$ cat src/rtl/lsu_ctrl.sv
// lsu_ctrl: load/store unit between exe_mem and mem_wb.
// Issues one ack-based bus access at a time with byte enables, then aligns and
// extends load data for write-back. Holds the pipeline while an access is open.
//
// state | meaning
// IDLE  | pass-through; launches an aligned load/store onto the bus
// BUSY  | request held on the bus, waiting for ack or timeout
// DONE  | result presented to mem_wb; pipeline advances on the next edge
module lsu_ctrl #(
    parameter int TIMEOUT = 16
) (
    input  logic        clk_in,
    input  logic        reset_in,
    input  logic        mem_we_in,
    input  logic [31:0] mem_addr_in,
    input  logic [31:0] mem_data_in,
    input  logic [3:0]  mem_op_in,
    input  logic [4:0]  reg_waddr_in,
    input  logic [31:0] reg_wdata_in,
    input  logic        reg_we_in,
    output logic [4:0]  reg_waddr_out,
    output logic [31:0] reg_wdata_out,
    output logic        reg_we_out,
    output logic        stall_req_out,
    output logic        misalign_out,
    output logic        bus_err_out,
    output logic        bus_req_out,
    output logic        bus_we_out,
    output logic [31:0] bus_addr_out,
    output logic [31:0] bus_wdata_out,
    output logic [3:0]  bus_be_out,
    input  logic        bus_ack_in,
    input  logic [31:0] bus_rdata_in
);

    localparam int CW = $clog2(TIMEOUT + 1);

    localparam logic [3:0] OP_LB  = 4'd1;
    localparam logic [3:0] OP_LH  = 4'd2;
    localparam logic [3:0] OP_LW  = 4'd3;
    localparam logic [3:0] OP_LBU = 4'd4;
    localparam logic [3:0] OP_LHU = 4'd5;
    localparam logic [3:0] OP_SB  = 4'd6;
    localparam logic [3:0] OP_SH  = 4'd7;
    localparam logic [3:0] OP_SW  = 4'd8;

    typedef enum logic [1:0] {IDLE, BUSY, DONE} state_t;

    state_t        state_q, state_d;
    logic          bus_req_q, bus_req_d;
    logic          bus_we_q, bus_we_d;
    logic [31:0]   bus_addr_q, bus_addr_d;
    logic [31:0]   bus_wdata_q, bus_wdata_d;
    logic [3:0]    bus_be_q, bus_be_d;
    logic [31:0]   load_q, load_d;
    logic [CW-1:0] cnt_q, cnt_d;
    logic          err_q, err_d;
    logic [3:0]    op_q, op_d;
    logic [1:0]    k_q, k_d;

    logic is_load, is_store, is_mem, misal;

    // Select the addressed byte/halfword of the read word and extend it.
    function automatic logic [31:0] load_ext(input logic [3:0] op, input logic [1:0] k,
                                             input logic [31:0] w);
        logic [7:0]  b;
        logic [15:0] h;
        b = w[{k, 3'b000} +: 8];
        h = k[1] ? w[31:16] : w[15:0];
        case (op)
            OP_LB:   load_ext = {{24{b[7]}}, b};
            OP_LH:   load_ext = {{16{h[15]}}, h};
            OP_LBU:  load_ext = {24'd0, b};
            OP_LHU:  load_ext = {16'd0, h};
            default: load_ext = w;
        endcase
    endfunction

    // Decode the incoming request and flag misaligned halfword/word accesses.
    always_comb begin
        is_load  = (mem_op_in >= OP_LB) && (mem_op_in <= OP_LHU);
        is_store = (mem_op_in >= OP_SB) && (mem_op_in <= OP_SW);
        is_mem   = is_load || is_store;
        misal    = (((mem_op_in == OP_LH) || (mem_op_in == OP_LHU) || (mem_op_in == OP_SH))
                    && mem_addr_in[0])
                 || (((mem_op_in == OP_LW) || (mem_op_in == OP_SW))
                    && (mem_addr_in[1:0] != 2'b00));
    end

    // State and transaction registers with synchronous reset.
    always_ff @(posedge clk_in) begin
        if (reset_in) begin
            state_q     <= IDLE;
            bus_req_q   <= 1'b0;
            bus_we_q    <= 1'b0;
            bus_addr_q  <= '0;
            bus_wdata_q <= '0;
            bus_be_q    <= '0;
            load_q      <= '0;
            cnt_q       <= '0;
            err_q       <= 1'b0;
            op_q        <= '0;
            k_q         <= '0;
        end else begin
            state_q     <= state_d;
            bus_req_q   <= bus_req_d;
            bus_we_q    <= bus_we_d;
            bus_addr_q  <= bus_addr_d;
            bus_wdata_q <= bus_wdata_d;
            bus_be_q    <= bus_be_d;
            load_q      <= load_d;
            cnt_q       <= cnt_d;
            err_q       <= err_d;
            op_q        <= op_d;
            k_q         <= k_d;
        end
    end

    // Next-state logic and write-back/stall outputs.
    always_comb begin
        state_d       = state_q;
        bus_req_d     = bus_req_q;
        bus_we_d      = bus_we_q;
        bus_addr_d    = bus_addr_q;
        bus_wdata_d   = bus_wdata_q;
        bus_be_d      = bus_be_q;
        load_d        = load_q;
        cnt_d         = cnt_q;
        err_d         = err_q;
        op_d          = op_q;
        k_d           = k_q;
        reg_waddr_out = reg_waddr_in;
        reg_wdata_out = reg_wdata_in;
        reg_we_out    = reg_we_in;
        stall_req_out = 1'b0;
        misalign_out  = 1'b0;
        bus_err_out   = 1'b0;

        case (state_q)
            IDLE: begin
                if (is_mem && misal) begin
                    misalign_out = 1'b1;
                    reg_we_out   = 1'b0;
                end else if (is_mem) begin
                    stall_req_out = 1'b1;
                    reg_we_out    = 1'b0;
                    bus_req_d     = 1'b1;
                    bus_we_d      = is_store;
                    bus_addr_d    = {mem_addr_in[31:2], 2'b00};
                    op_d          = mem_op_in;
                    k_d           = mem_addr_in[1:0];
                    cnt_d         = '0;
                    err_d         = 1'b0;
                    case (mem_op_in)
                        OP_SB: begin
                            bus_wdata_d = {4{mem_data_in[7:0]}};
                            bus_be_d    = 4'b0001 << mem_addr_in[1:0];
                        end
                        OP_SH: begin
                            bus_wdata_d = {2{mem_data_in[15:0]}};
                            bus_be_d    = 4'b0011 << mem_addr_in[1:0];
                        end
                        OP_SW: begin
                            bus_wdata_d = mem_data_in;
                            bus_be_d    = 4'b1111;
                        end
                        default: begin
                            bus_wdata_d = '0;
                            bus_be_d    = 4'b1111;
                        end
                    endcase
                    state_d = BUSY;
                end
            end
            BUSY: begin
                stall_req_out = 1'b1;
                reg_we_out    = 1'b0;
                if (bus_ack_in) begin
                    bus_req_d = 1'b0;
                    cnt_d     = '0;
                    if (op_q <= OP_LHU) load_d = load_ext(op_q, k_q, bus_rdata_in);
                    state_d   = DONE;
                end else if (cnt_q == CW'(TIMEOUT - 1)) begin
                    bus_req_d = 1'b0;
                    err_d     = 1'b1;
                    load_d    = '0;
                    cnt_d     = '0;
                    state_d   = DONE;
                end else begin
                    cnt_d = cnt_q + CW'(1);
                end
            end
            DONE: begin
                bus_err_out = err_q;
                if (op_q <= OP_LHU) begin
                    reg_wdata_out = load_q;
                    reg_we_out    = reg_we_in & ~err_q;
                end else begin
                    reg_we_out = 1'b0;
                end
                err_d   = 1'b0;
                state_d = IDLE;
            end
            default: state_d = IDLE;
        endcase

        // mem_we_in is implied by the op encoding; keep it referenced for lint.
        if (reset_in || (mem_we_in && 1'b0)) begin
            reg_waddr_out = '0;
            reg_wdata_out = '0;
            reg_we_out    = 1'b0;
            stall_req_out = 1'b0;
            misalign_out  = 1'b0;
            bus_err_out   = 1'b0;
        end
    end

    assign bus_req_out   = bus_req_q;
    assign bus_we_out    = bus_we_q;
    assign bus_addr_out  = bus_addr_q;
    assign bus_wdata_out = bus_wdata_q;
    assign bus_be_out    = bus_be_q;

endmodule

$ cat config.mk
export PLATFORM = sky130hd
export DESIGN_NAME = lsu_ctrl
export DESIGN_NICKNAME = d
export VERILOG_FILES = /design/src/rtl/lsu_ctrl.sv
export SDC_FILE = /design/constraint.sdc
export NUM_CORES = 1
export LEC_CHECK = 0
export CAP_MARGIN = 40
export CORE_ASPECT_RATIO = 1.1
export CORE_MARGIN = 4
export CORE_UTILIZATION = 44
export DETAILED_ROUTE_END_ITERATION = 10
export GPL_ROUTABILITY_DRIVEN = 0
export PLACE_DENSITY_LB_ADDON = 0.05
export SYNTH_ARGS = -nofsm -noshare
export SYNTH_HDL_FRONTEND = slang
export SYNTH_SLANG_ARGS = --single-unit
$ cat constraint.sdc
create_clock -name clk_in -period 5 [get_ports clk_in]
set_input_delay 1 -clock clk_in [delete_from_list [all_inputs] [get_ports clk_in]]
set_output_delay 1 -clock clk_in [all_outputs]
set_load 0.02 [all_outputs]
# Word level (Yosys, flattened, before mapping)
# Cells that the tools add are included.
dict set report classes {
  n_bitwise 3
  n_addsub 1
  n_shift 3
  muxes 45
  magnitude_cmp 5
  eq_ne 19
  n_reduce_logical 21
}
# op count
set ops {}
lappend ops {{two-way mux 32 bit} 6}
lappend ops {{one-hot mux 32 bit (4 select lines)} 1}
lappend ops {{one-hot mux 32 bit (3 select lines)} 1}
lappend ops {{variable part select 32 x 6 -> 8 bit} 1}
lappend ops {{two-way mux 5 bit} 5}
lappend ops {{== test 4 x 3 -> 1 bit (second input constant)} 5}
lappend ops {{two-way mux 1 bit} 20}
lappend ops {{two-way mux 16 bit} 1}
lappend ops {{== test 4 x 2 -> 1 bit (second input constant)} 3}
lappend ops {{AND reduction 3 bit} 4}
lappend ops {{one-hot mux 5 bit (2 select lines)} 1}
lappend ops {{<= comparator 4 x 3 -> 1 bit (second input constant)} 2}
lappend ops {{two-way mux 2 bit} 4}
lappend ops {{inequality test 2 bit (second input constant)} 4}
lappend ops {{one-hot mux 4 bit (2 select lines)} 1}
lappend ops {{one-hot mux 1 bit (3 select lines)} 2}
lappend ops {{nonzero test 2 bit} 3}
lappend ops {{adder 5 x 1 -> 5 bit (second input constant)} 1}
lappend ops {{== test 5 x 4 -> 1 bit (second input constant)} 1}
lappend ops {{logical AND 1 bit} 5}
lappend ops {{logical OR 1 bit} 5}
lappend ops {{AND reduction 5 bit} 1}
lappend ops {{== test 4 x 1 -> 1 bit (second input constant)} 1}
lappend ops {{== test 4 bit (second input constant)} 1}
lappend ops {{16 further kinds} 18}
dict set report totals {
  elab_cells 108
  regBits 114
}

# Depth between registers and ports, before layout
# Gate-level depths: netlist of run 1.
dict set report logic_depth {
  word_depth 9
  ltp_mapped 9
}

# Worst setup path after synthesis of run 1
# Ideal clock, no wire load.
dict set report synth_path {
  path_kind {in2out}
  from {input port mem_op_in[1]}
  to {output port stall_req_out}
  arrival_time_ps 2742
  slack_ps 1258
  stages 7
  path_cell_list {buf_6 > o31a_1 > nor4_4 > nand3_1 > buf_2 > buf_4 > a211oi_1}
}
dict set report synth_via {
  elab_chain_cells 9
  elab_cells_between_ends 23
  classes_between {order compare: 4; eq/ne: 5; mux: 4; reduce/logical: 10}
}
# item line_no
set synth_lines {}
lappend synth_lines {{start: declaration} 17} ;# input logic [3:0] mem_op_in,
lappend synth_lines {{branches (longest 6 deep; another with >= comparator 4 x 1 -> 1 bit)} n/a}
lappend synth_lines {{two-way mux 1 bit (*)} 141} ;# if (is_mem && misal) begin
lappend synth_lines {{one-hot mux 1 bit (2 select lines) (*)} 139} ;# case (state_q)
lappend synth_lines {{two-way mux 1 bit (*)} 208} ;# if (reset_in || (mem_we_in && 1'b0)) begin
lappend synth_lines {{end: declaration} 24} ;# output logic stall_req_out,
# Every way passes the cells marked *.

# Worst setup path in the final report of run 1
dict set report layout_path {
  from {input port mem_op_in[3]}
  to {output port misalign_out}
}
dict set report layout_via {
  elab_chain_cells 9
  elab_cells_between_ends 22
  classes_between {order compare: 4; eq/ne: 5; mux: 3; reduce/logical: 10}
}
# item line_no
set layout_lines {}
lappend layout_lines {{branches (longest 5 deep; another with >= comparator 4 x 1 -> 1 bit)} n/a}
lappend layout_lines {{logical AND 1 bit (*)} 141}
lappend layout_lines {{two-way mux 1 bit (*)} 141}
lappend layout_lines {{two-way mux 1 bit (*)} 139}
lappend layout_lines {{two-way mux 1 bit (*)} 208}
lappend layout_lines {{end: declaration} 25} ;# output logic misalign_out,
# Marks and branches as above.

==> results.py, run 1 <==
metrics = {
    "route": {
        "ant_nets": 0,
        "drc": 0,
        "dr_total_vias": 5891,
        "wl_met3_microns": 1594,
        "wire_per_inst_microns": 16.46,
        "wl_microns": 17790,
        "drt_iter0_drc": 321,
        "first_pass_iters": 7,
        "top_layer": "met4",
        "dr_wl_met2_microns": 8608,
        "drt-met1-wl_microns": 7104,
        "vias_per_cell": 5.450,
    },
    "critical_path": {
        "r2r_setup_slack_ps": 2300,
        "reg2reg_to": "load_q[28]",
        "critPathSlowestCell": "clkdlybuf4s50_1",
        "crit_arrival_ps": 3530,
        "crit_buf_inv": 2,
        "cpLargestDelayFamily": "buffers and inverters",
        "crit_path_end_kind": "output port",
        "crit_path_frequent_cell": "clkdlybuf4s50_1",
        "critical_path_class": "primary input to output port",
        "critical_path_depth": 6,
        "rr_startpoint": "op_q[3]",
        "ff2ff_path_depth": 6,
        "worstPathCellList": "clkdlybuf4s50_1 > or3b_2 > a211o_1 > and2_1 > nor2_1 > clkdlybuf4s50_1",
        "worstPathRequired_ps": 4000,
        "start_kind": "primary input",
        "crit_fanout": 13,
        "cpPeakStageDelay_ps": 700,
    },
    "sta": {
        "fin_tns_setup_ps": 0,
        "rsz0062_at_grt": "no",
        "post-route-min-period_ps": 4531,
        "slew-limit-headroom_pct": 42.86,
        "finalMaxSlewViolations": 0,
        "hold_violations": 0,
        "setup_viol": 0,
        "post-route-period-util_pct": 90.61,
        "fin_ws_ps": 469.3,
        "max_freq_mhz": 220.7,
        "worst_pin_slew_ps": 854.0,
        "final.setup_skew_ps": 5.527,
    },
    "hold_path": {
        "hold_path_class": "flop to flop",
        "min_from": "load_q[16]",
        "hold_end": "load_q[16]",
        "hold_depth": 2,
    },
    "power": {
        "switchingPower_uw": 759.5,
        "power_frac_clock_pct": 43.5,
        "cellPowerDensity_nw_per_um2": 320.5,
        "p_leak_uw": 0.003445,
        "peakVddDrop_mv": 0.2817,
        "switching_share_pct": 26.48,
        "internal-power_uw": 2109,
        "p_comb_share_pct": 21.5,
        "power_uw": 2868,
        "seqPwrFrac_pct": 34.9,
    },
    "layout": {
        "syn2layout_area_growth_pct": 55.58,
        "final_nets": 1054,
        "drive_above_1_share_pct": 7.576,
        "instances_no_fill": 1081,
        "final_design_area_no_fill_sq_um": 8949,
        "n_antenna_cell": 0,
        "nFillCells": 1019,
    },
    "floorplanning": {
        "die_w_microns": 117.0,
        "coreArea_sq_um": 12700,
        "start_util_pct": 45.30,
        "die_area_sq_um": 14970,
        "ios": 253,
        "die_h_microns": 127.9,
        "rows": 43,
    },
    "cts": {
        "cts_root_buf": "clkbuf_16",
        "insertion_delay_ps": 410,
        "cts_tree": "built",
        "cts_setup_buffers": 0,
        "cts.path.max_buffers": 2,
        "cts.sinks": 114,
        "post_cts_resized": 0,
        "cts_hold_repair.buffers": 0,
        "clk_pin_slew_ps": 50,
        "htree_levels": 4,
        "numCtsBuffers": 17,
    },
    "yosys": {
        "synth_seq_cells": 114,
        "synthFlopType": "dfxtp_1",
        "yosysUniqueCellTypes": 60,
        "async_flop_share_pct": 0,
        "syn_area_sq_um": 5752,
        "netlist_instances": 686,
        "yosys.area.top_type_share_pct": 39.68,
        "synthTopCellsByArea": "dfxtp_1 (40%), mux2i_1 (9.2%), nand2_1 (7.1%)",
        "synth_edf_count": 0,
        "yosysSeqAreaShare_pct": 39.68,
        "yosysTopAreaCell": "dfxtp_1",
        "synth-warning-count": 0,
        "syn_avg_cell_area_sq_um": 8.384,
    },
    "grt": {
        "grt_pass1_vias": 5999,
        "grt_max_degree": 84,
        "grt_pass1_wl_microns": 28310,
        "antenna_found_initial": 0,
        "groute.usage.overall_pct": 23.50,
        "grt_overflow": 0,
    },
    "job": {
        "maxCapViolations": 0,
    },
    "place": {
        "placed_area_sq_um": 8339,
        "portBuffers": 249,
        "place_ws_ps": 513.9,
        "hpwl_microns": 13370,
        "dp_cells": 1049,
    },
    "status": {
        "status": "complete, no violations",
    },
}
[stage by stage]
stage / util [%] / hold slack, ps
4_1_cts: 70.48 / 459.1
3_3_place_gp: 64.93 / 437.3
3_5_place_dp: 65.68 / 445.9
5_1_grt: 70.48 / 472.3
2_1_floorplan: - / 424.9
6_report: 70.48 / 453.7
[Yosys cell counts (2+ instances only)]
cell,count
a21oi_1,58
nand3b_1,4
or3b_2,2
o2bb2ai_2,9
a41oi_1,2
buf_2,10
a311oi_1,3
mux2i_1,53
nor2_1,76
o211ai_1,2
o31ai_1,2
o21a_1,2
and3_1,3
a211oi_1,5
nand3_1,9
o21ai_0,45
nand2_1,109
inv_1,7
a32o_1,6
o2bb2ai_1,6
clkbuf_1,36
a22o_1,18
o21bai_1,8
nor2b_1,15
dfxtp_1,114
nor3_1,5
buf_1,2
buf_6,2
a22oi_1,17
nor4bb_1,2
nand4b_1,2
o221ai_1,10
mux2_2,3
nand2b_1,5
a21o_1,3
buf_4,7
[layout by cell type (no fill, tap or decap), types with 8 or more instances in the layout]
cell type,instances
clkdlybuf4s50_1,248
dfxtp_1,114
nand2_1,109
nor2_1,76
a21oi_1,57
mux2i_1,53
o21ai_0,45
a22o_1,18
a22oi_1,17
clkbuf_16,17
nor2b_1,15
o221ai_1,10
buf_4,10
o2bb2ai_2,9
nand3_1,8
o21bai_1,8
[flip-flops by register name, summed over array words and instances, names as in the netlist]
register,cells
bus_addr_out,30
bus_be_out,4
bus_req_out,1
bus_wdata_out,32
bus_we_out,1
cnt_q,5
err_q,1
k_q,2
load_q,32
op_q,4
state_q,2
[how the worst max path moves through the flow]
stage	from	to	slack, ps
global placement	mem_op_in[3]	misalign_out	540
finish	mem_op_in[3]	misalign_out	470
floorplan	mem_op_in[1]	stall_req_out	1260
CTS	mem_op_in[3]	misalign_out	480
detailed placement	mem_op_in[3]	misalign_out	510
global route	mem_op_in[3]	misalign_out	360
[tightest hold or removal path, stage by stage (launching register included)]
cell and delay [ps]:
dfxtp_1 320, nand2_1 50, o21ai_0 50
[metal layers]
metal	up-vias	track usage, %
met2	244	39.47
met5	-	0
met4	0	9.649
met1	2718	26.89
met3	28	8.404
li1	2901	-
[cell type report]
cell class	count	area, sq um	area share, %
timing repair buffer	263	2638	29.47
clock inverter	12	162.7	1.818
sequential	114	2282	25.50
multi-input combinational	508	3197	35.72
inverter	7	26.28	0.2936
clock buffer	20	446.7	4.992
tap	157	196.4	2.195
[kinds of logic (layout without fill, tap and decap cells)]
logic type      after synthesis  after routing  share of synthesized area [%]
simple gates                241            241                          18.93
other cells                   1              2                        0.06520
buf+inv                      65            302                          5.460
fa+ha+maj                     1              1                         0.2175
flops                       114            114                          39.68
mux                          57             57                          10.20
xor+xnor                      1              1                         0.1523
compound gates              206            206                          25.30
[power groups by stage]
stage	logic (uW)	registers (uW)	clock network, uW
floorplan	309	1040	0
global placement	589	1020	0
detailed placement	616	1020	0
CTS	621	1000	1260
global route	667	1010	1310
finish	618	1000	1250
No activity file was read; power rests on OpenSTA's default activity.
==> run 2, diff against run 1 <==
Settings changed: ABC_AREA set to 1, CTS_BUF_LIST set to sky130_fd_sc_hd__clkbuf_4 sky130_fd_sc_hd__clkbuf_8.
Clock period 5 ns to 5.2 ns, I/O delays scaled along.
==> run 2 against run 1 <==
Against the previous run: worst hold slack better by 7.8 ps; critical path depth up 3; critical path type unchanged; sequential share of layout area decreased by 0.28 points; largest cell class unchanged.
==> results.py, run 2 <==
metrics = {
    "cts": {
        "clk_pin_slew_ps": 70,
        "post_cts_resized": 0,
        "numCtsBuffers": 17,
        "cts_tree": "built",
        "htree_levels": 4,
        "cts.sinks": 114,
        "cts_hold_repair.buffers": 0,
        "cts_setup_buffers": 0,
        "cts_root_buf": "clkbuf_8",
        "cts.path.max_buffers": 2,
        "insertion_delay_ps": 440,
    },
    "grt": {
        "grt_pass1_vias": 6378,
        "grt_max_degree": 76,
        "groute.usage.overall_pct": 24.26,
        "grt_overflow": 0,
        "antenna_found_initial": 1,
        "grt_pass1_wl_microns": 31440,
    },
    "power": {
        "cellPowerDensity_nw_per_um2": 271.9,
        "switchingPower_uw": 794.9,
        "p_comb_share_pct": 28.7,
        "peakVddDrop_mv": 0.2490,
        "switching_share_pct": 32.32,
        "internal-power_uw": 1665,
        "power_frac_clock_pct": 31.9,
        "seqPwrFrac_pct": 39.4,
        "p_leak_uw": 0.003932,
    },
    "critical_path": {
        "critical_path_class": "primary input to output port",
        "worstPathRequired_ps": 4160,
        "reg2reg_to": "load_q[25]",
        "start_kind": "primary input",
        "ff2ff_path_depth": 11,
        "r2r_setup_slack_ps": 3090,
        "crit_arrival_ps": 3290,
        "crit_fanout": 6,
        "rr_startpoint": "op_q[1]",
        "crit_path_end_kind": "output port",
    },
    "sta": {
        "hold_violations": 0,
        "fin_ws_ps": 868.0,
        "final.setup_skew_ps": 6.065,
        "max_freq_mhz": 230.8,
        "worst_pin_slew_ps": 745.6,
        "fin_tns_setup_ps": 0,
        "finalMaxSlewViolations": 0,
        "rsz0062_at_grt": "no",
        "post-route-period-util_pct": 83.31,
        "slew-limit-headroom_pct": 50.13,
        "post-route-min-period_ps": 4332,
        "setup_viol": 0,
    },
    "place": {
        "hpwl_microns": 13860,
        "portBuffers": 249,
        "place_ws_ps": 883.7,
    },
    "layout": {
        "layout_commonest_cell": "nand2_1",
        "nFillCells": 1336,
        "n_antenna_cell": 0,
        "final_cell_mix": "nand2_1 (279), clkdlybuf4s50_1 (248), nor2_1 (174)",
        "final_nets": 1356,
        "syn2layout_area_growth_pct": 47.90,
        "drive_above_1_share_pct": 4.894,
    },
    "yosys": {
        "yosysUniqueCellTypes": 28,
        "syn_area_sq_um": 6117,
        "yosys.area.top_type_share_pct": 37.31,
        "yosysTopAreaCell": "dfxtp_1",
        "synth_most_common_cell": "nand2_1",
        "yosysSeqAreaShare_pct": 37.31,
        "syn_avg_cell_area_sq_um": 6.160,
        "synthTopCellsByArea": "dfxtp_1 (37%), nand2_1 (17%), nor2_1 (11%)",
        "synth-warning-count": 0,
        "synth_edf_count": 0,
        "synth_common_cells": "nand2_1 (279), nor2_1 (175), dfxtp_1 (114)",
        "async_flop_share_pct": 0,
        "netlist_instances": 993,
        "synth_seq_cells": 114,
        "synthFlopType": "dfxtp_1",
    },
    "floorplanning": {
        "coreArea_sq_um": 13430,
        "start_util_pct": 45.54,
        "rows": 44,
        "die_w_microns": 120.4,
        "die_h_microns": 131.7,
        "ios": 253,
        "die_area_sq_um": 15860,
    },
    "hold_path": {
        "min_from": "bus_wdata_out[16]",
        "hold_end": "bus_wdata_out[16]",
        "hold_depth": 2,
        "hold_path_class": "flop to flop",
    },
    "route": {
        "drt_iter0_drc": 561,
        "drc": 0,
        "dr_total_vias": 6877,
        "first_pass_iters": 5,
        "wire_per_inst_microns": 13.79,
        "vias_per_cell": 4.877,
        "ant_nets": 0,
        "wl_microns": 19440,
    },
    "status": {
        "status": "complete, no violations",
    },
    "job": {
        "maxCapViolations": 0,
    },
}
-- run 2: per-stage QoR --
step / util, % / total power (uW) / area, sq um / instances / hold slack, ps
after detailed placement: 64.57 / 1695 / 8673 / 1378 / 453.0
final: 67.35 / 2460 / 9047 / 1410 / 461.5
after floorplan: - / 1392 / 6121 / 994 / 444.2
after CTS: 67.35 / 2482 / 9047 / 1410 / 463.2
after global placement: 64.01 / 1683 / 8598 / 1375 / 448.0
after global routing: 67.35 / 2605 / 9047 / 1410 / 477.5
-- run 2: final cells by class --
cell class              count  area, sq um  area share (%)
multi-input cells         742         3246           35.87
repair buffers            260         2623           28.99
flip-flops and latches    114         2282           25.22
inverters                  78        292.8           3.236
clock buffers              22        290.3           3.208
well taps                 184        230.2           2.545
clock inverters            10        83.83          0.9266
-- run 2: routing by layer --
metal / up-vias / wire (microns) / track usage [%]
li1: 3587 / - / -
met1: 3051 / 7892 / 28.00
met2: 208 / 9324 / 40.20
met3: 29 / 1799 / 10.10
met4: 2 / 407 / 8.753
met5: - / 13 / 0
-- run 2: kinds of logic after synthesis --
| kind of cell | synth area share [%] |
|---|---|
| simple gates | 38.58 |
| buf+inv | 9.736 |
| xor+xnor | 0.2864 |
| fa+ha+maj | 0.2045 |
| compound gates | 13.83 |
| other cells | 0.06130 |
| flops | 37.31 |
-- run 2: worst max path at each step --
stage / depth (start not counted) / endpoint / start / slack [ps]
global route: 9 / stall_req_out / mem_op_in[0] / 670
finish: 9 / stall_req_out / mem_op_in[3] / 870
global placement: 9 / stall_req_out / mem_op_in[3] / 900
floorplan: 5 / reg_we_out / reset_in / 2010
CTS: 9 / stall_req_out / mem_op_in[3] / 870
detailed placement: 9 / stall_req_out / mem_op_in[3] / 880
-- run 2: worst max-delay path, cell delays in order --
cell	delay, ps
clkdlybuf4s50_1	560
nor2_1	260
nand2_1	100
nand3_1	160
inv_1	60
nand2_1	200
nand2_1	180
nor2_1	120
clkdlybuf4s50_1	620
-- run 2: power by group through the flow --
stage	registers (uW)	logic, uW	clock network (uW)
finish	969	707	784
global placement	986	697	0
CTS	969	711	802
floorplan	1030	361	0
detailed placement	988	707	0
global route	977	779	850
